[src/rtl/stopwatch_ctrl.sv]
// rtl/stopwatch_ctrl.sv - stopwatch control: button conditioning, run/pause/lap FSM, display routing
// Optional lap/split feature: define STOPWATCH_LAP_EN to build the LAP state, lap registers and btn_lap path.
module stopwatch_ctrl #(
  parameter int DB_CYCLES = 1000000,
  parameter int DB_W      = 20
) (
  input  logic       clk,
  input  logic       reset,
  input  logic       btn_ss,
  input  logic       btn_clr,
  input  logic       btn_lap,
  input  logic [3:0] d0,
  input  logic [3:0] d1,
  input  logic [3:0] d2,
  input  logic [3:0] d3,
  output logic       cnt_enable,
  output logic       cnt_clr,
  output logic [3:0] q0,
  output logic [3:0] q1,
  output logic [3:0] q2,
  output logic [3:0] q3,
  output logic [3:0] blank,
  output logic [1:0] state
);

  typedef enum logic [1:0] {
    S_IDLE  = 2'b00,
    S_RUN   = 2'b01,
    S_PAUSE = 2'b10,
    S_LAP   = 2'b11
  } state_t;

`ifdef STOPWATCH_LAP_EN
  localparam logic LAP_EN = 1'b1;
`else
  localparam logic LAP_EN = 1'b0;
`endif

  // Counter value at which the DB_CYCLES-th consecutive mismatch is seen.
  localparam logic [DB_W-1:0] DB_LAST = DB_W'(DB_CYCLES - 1);

  // Button bit order: 0 = start/stop, 1 = clear, 2 = lap.
  logic [2:0]           btn_raw;
  logic [2:0]           sync1_q, sync1_d;
  logic [2:0]           sync2_q, sync2_d;
  logic [2:0]           level_q, level_d;
  logic [2:0]           level_prev_q, level_prev_d;
  logic [2:0][DB_W-1:0] db_cnt_q, db_cnt_d;
  logic [2:0]           press;
  logic                 press_ss, press_clr, press_lap;

  state_t               state_q, state_d;
  logic                 cnt_clr_q, cnt_clr_d;

  assign btn_raw = {btn_lap, btn_clr, btn_ss};

  // Synchronizer shift and per-button debounce counters.
  always_comb begin
    sync1_d      = btn_raw;
    sync2_d      = sync1_q;
    level_prev_d = level_q;
    level_d      = level_q;
    db_cnt_d     = db_cnt_q;
    for (int i = 0; i < 3; i++) begin
      if (sync2_q[i] != level_q[i]) begin
        if (db_cnt_q[i] == DB_LAST) begin
          level_d[i]  = sync2_q[i];
          db_cnt_d[i] = '0;
        end else begin
          db_cnt_d[i] = db_cnt_q[i] + DB_W'(1);
        end
      end else begin
        db_cnt_d[i] = '0;
      end
    end
  end

  // Button conditioning registers.
  always_ff @(posedge clk or posedge reset) begin
    if (reset) begin
      sync1_q      <= '0;
      sync2_q      <= '0;
      level_q      <= '0;
      level_prev_q <= '0;
      db_cnt_q     <= '0;
    end else begin
      sync1_q      <= sync1_d;
      sync2_q      <= sync2_d;
      level_q      <= level_d;
      level_prev_q <= level_prev_d;
      db_cnt_q     <= db_cnt_d;
    end
  end

  // Rising edges of the debounced levels only; releases are silent.
  assign press     = level_q & ~level_prev_q;
  assign press_clr = press[1];
  assign press_ss  = press[0];
  assign press_lap = press[2] & LAP_EN;

  // Next state with clr > ss > lap priority; only the winning press is considered.
  always_comb begin
    state_d   = state_q;
    cnt_clr_d = 1'b0;
    if (press_clr) begin
      if (state_q == S_IDLE || state_q == S_PAUSE) begin
        state_d   = S_IDLE;
        cnt_clr_d = 1'b1;
      end
    end else if (press_ss) begin
      case (state_q)
        S_IDLE:  state_d = S_RUN;
        S_RUN:   state_d = S_PAUSE;
        S_PAUSE: state_d = S_RUN;
        S_LAP:   state_d = S_PAUSE;
        default: state_d = state_q;
      endcase
    end else if (press_lap) begin
      case (state_q)
        S_RUN:   state_d = S_LAP;
        S_LAP:   state_d = S_RUN;
        default: state_d = state_q;
      endcase
    end
  end

  // FSM state and registered counter-clear pulse.
  always_ff @(posedge clk or posedge reset) begin
    if (reset) begin
      state_q   <= S_IDLE;
      cnt_clr_q <= 1'b0;
    end else begin
      state_q   <= state_d;
      cnt_clr_q <= cnt_clr_d;
    end
  end

  assign state      = state_q;
  assign cnt_enable = (state_q == S_RUN) || (state_q == S_LAP);
  assign cnt_clr    = cnt_clr_q;

`ifdef STOPWATCH_LAP_EN
  logic [15:0] lap_q, lap_d;

  // Freeze the live digits on the RUN->LAP edge.
  always_comb begin
    lap_d = lap_q;
    if (state_q == S_RUN && state_d == S_LAP) begin
      lap_d = {d3, d2, d1, d0};
    end
  end

  // Lap register.
  always_ff @(posedge clk or posedge reset) begin
    if (reset) begin
      lap_q <= '0;
    end else begin
      lap_q <= lap_d;
    end
  end

  assign {q3, q2, q1, q0} = (state_q == S_LAP) ? lap_q : {d3, d2, d1, d0};
`else
  assign {q3, q2, q1, q0} = {d3, d2, d1, d0};
`endif

  // Leading-zero blanking; the least significant digit is always shown.
  assign blank[3] = (q3 == 4'd0);
  assign blank[2] = blank[3] & (q2 == 4'd0);
  assign blank[1] = blank[2] & (q1 == 4'd0);
  assign blank[0] = 1'b0;

endmodule

[config.mk]
export PLATFORM = sky130hd
export DESIGN_NAME = stopwatch_ctrl
export DESIGN_NICKNAME = d
export VERILOG_FILES = /design/src/rtl/stopwatch_ctrl.sv
export SDC_FILE = /design/constraint.sdc
export NUM_CORES = 1
export LEC_CHECK = 0
export CAP_MARGIN = 20
export CORE_MARGIN = 2
export CORE_UTILIZATION = 50
export DETAILED_ROUTE_END_ITERATION = 16
export PLACE_DENSITY = 0.84
export REMOVE_ABC_BUFFERS = 1
export SYNTH_ARGS = -nofsm -noshare
export SYNTH_HDL_FRONTEND = slang
export SYNTH_SLANG_ARGS = --single-unit
[constraint.sdc]
create_clock -name clk -period 3.9 [get_ports clk]
set_input_delay 0.78 -clock clk [delete_from_list [all_inputs] [get_ports clk]]
set_output_delay 0.78 -clock clk [all_outputs]
set_load 0.05 [all_outputs]
==> out/metrics.csv <==
stage,metric,value,unit
run_status,outcome,"complete, no violations",
setup_path,Critical Path RT,3120,ps
setup_path,CP max FO,3,
detailed_routing,vias per cell,5.54,
run,max_cap viols,0,
cells_and_area,area delta synth->final,15.2,%
global_routing,vias in the first global route,1778,
synth,Ys Warns,0,
sta,Fmax,289,MHz
synth,Mapped Avg Cell Area,10.2,um2
detailed_routing,routed len/inst,13.3,um
place,dpl cells,335,
power,Max VDD drop,0.168,mV
sta,Max Transition Viols Final,0,
cells_and_area,share of post-route cells with drive strength above 1,6.96,%
sta,minimum clock period,3460,ps
sta,Setup-failing EPs final,0,
place,Final Wtd Congestion,0.852,
cts,Clock Path Buffers,2,
synth,"Top FF cell, synth",dfrtp_1,
cts,htree depth,2,
cts,Resize count post-CTS,0,
detailed_routing,final WL,4.55,mm
detailed_routing,Vias,1900,
sta,Fin. Hold Viols,0,
sta,setup TNS,0,ps
cts,cts hold-fix bufs,0,
detailed_routing,Antenna Nets Post-Route,0,
min_path,Hold Path Depth,0,
synth,ys async rst share,100,%
synth,Post-synth EDFFs,0,
synth,register area share after synthesis,49.9,%
global_routing,grt total ovfl,0,
min_path,Worst Hold Path EP,sync2_q[1],
floorplanning,total die area,5710,um2
sta,clock skew,5.70,ps
floorplanning,Initial Util,51.1,%
floorplanning,Die Width,75.6,um
synth,Synth Instances,252,
setup_path,worst r2r path cells,4,
global_routing,pin count of the biggest net entering global routing,52,
synth,post-synth cell types,39,
sta,hold slack,366,ps
power,total leakage power,1.17,nW
setup_path,r2r startpoint,db_cnt_q[16],
floorplanning,Core Rows,26,
sta,Rel. slew slack,50.3,%
cells_and_area,Post-Layout Cell Count,343,
detailed_routing,Pre-antenna DRT Iters,4,
global_routing,Tot GR Track Use,17.8,%
floorplanning,# IOs,45,
synth,ranking of synthesized cells by area,"dfrtp_1 50%, xnor2_1 5.5%, buf_4 5.0%, nor2_1 4.7%, xor2_1 4.4%",
sta,Tcrit/Tclk final,88.8,%
floorplanning,Core ar.,5010,um2
cts,Post CTS Setup Buffer Count,0,
detailed_routing,DRT iter0 DRCs,102,
detailed_routing,DR DRC count,0,
cells_and_area,ant diodes,0,
cts,Sink Count,51,
synth,Synth top area share,49.9,%
cts,CTS buffer count,5,
floorplanning,die boundary height,75.6,um
global_routing,first-pass GRT wire length,7.92,mm
cells_and_area,"commonest non-fill, non-tap cell in the layout",dfrtp_1,
cells_and_area,"commonest cells after routing, fill and taps aside","51 x dfrtp_1, 34 x clkdlybuf4s50_1, 32 x nor2_1, 16 x xnor2_1, 15 x nand2_1",
min_path,hold path startpoint,sync1_q[1],
min_path,Hold Path Class,reg2reg,
synth,Synth Register Bits,51,
setup_path,CP endpoint kind,output port,
place,dpl hpwl,3.32,mm
cts,clock transition at the registers of the reported paths,80,ps
cells_and_area,Layout Utilization,58.9,%
setup_path,critical path arrival,2680,ps
setup_path,reg2reg end,db_cnt_q[4],
cts,CTS root buf,clkbuf_8,
setup_path,critical path launch point type,primary input,
cells_and_area,Layout Nets,296,
cts,CTS tree,done,
sta,worst-margin pin slew,745,ps
power,Cell Pwr Density,314,nW/um2
synth,Netlist Area Pre-Place,2560,um2
setup_path,Setup CP Type,in2out,
cts,clk_lat worst skew,290,ps
setup_path,R2R setup slack,1850,ps
global_routing,initial antenna violation count,0,
place,port bufs,34,
sta,RSZ-0062 raised after global routing,false,
synth,Yosys top cell by area,dfrtp_1,
[synthesized netlist by cell type, types with 4 or more instances]
master / instances
nor2_1: 32
a21oi_1: 8
and3_1: 5
xnor2_1: 16
nand3_1: 12
nand4_1: 9
nor3_1: 8
xor2_1: 13
o21ai_0: 4
nor4_1: 10
nand2_1: 15
or3_1: 4
dfrtp_1: 51
buf_4: 17
o31ai_1: 4
inv_1: 7
[layout make-up]
class,instances,area [um2]
clock buffers,6,82.6
clock inverters,1,5.00
inverters,7,26.3
fillers,453,2060
repair buffers,35,360
flip-flops and latches,51,1280
multi-input cells,173,1110
well taps,70,87.6
[where the power goes]
group | leakage (nW) | switching, mW | internal [mW]
sequential | 0.698 | 0.00612 | 0.535
combinational | 0.424 | 0.0546 | 0.0331
clock | 0.0470 | 0.156 | 0.139
total | 1.17 | 0.217 | 0.708
[routing by layer]
layer / track usage [%] / routed length (um)
met5: 0 / 0
met4: 6.43 / 85
met3: 3.17 / 99
met2: 28.1 / 2260
met1: 24.8 / 2100
[kinds of logic after synthesis]
logic type / Yosys count / synth area share [%]
mux: 5 / 2.10
compound gates: 21 / 6.21
fa+ha+maj: 2 / 0.977
xor+xnor: 29 / 9.92
simple gates: 115 / 24.0
flops: 51 / 49.9
buf+inv: 28 / 6.74
other cells: 1 / 0.146
[state kept, by name (all words and copies together), names as in the netlist]
name	count
db_cnt_q	40
level_prev_d	2
state	2
sync2_q	2
cnt_clr	1
level_prev_q	2
sync1_q	2
[through the flow]
stage	area, um2	total power [mW]	setup slack, ps
2_1_floorplan	2410	0.576	17.6
3_3_place_gp	2840	0.637	454
3_5_place_dp	2840	0.639	430
4_1_cts	2930	0.932	412
5_1_grt	2950	0.965	305
6_report	2950	0.925	435
[worst max path at each step]
| stage | endpoint | from | slack, ps | cells after the start |
|---|---|---|---|---|
| 2_1_floorplan | blank[1] | d3[1] | 20 | 2 |
| 3_3_place_gp | blank[1] | d3[1] | 450 | 4 |
| 3_5_place_dp | blank[1] | d3[1] | 430 | 4 |
| 4_1_cts | blank[1] | d3[1] | 410 | 4 |
| 5_1_grt | blank[1] | d3[1] | 300 | 4 |
| 6_report | blank[1] | d3[1] | 440 | 4 |
[critical path: stages]
cell and delay [ps]:
clkdlybuf4s50_1 430, nor4_1 460, and3_1 220, clkdlybuf4s50_1 800
(Power assumes the default switching activity.)
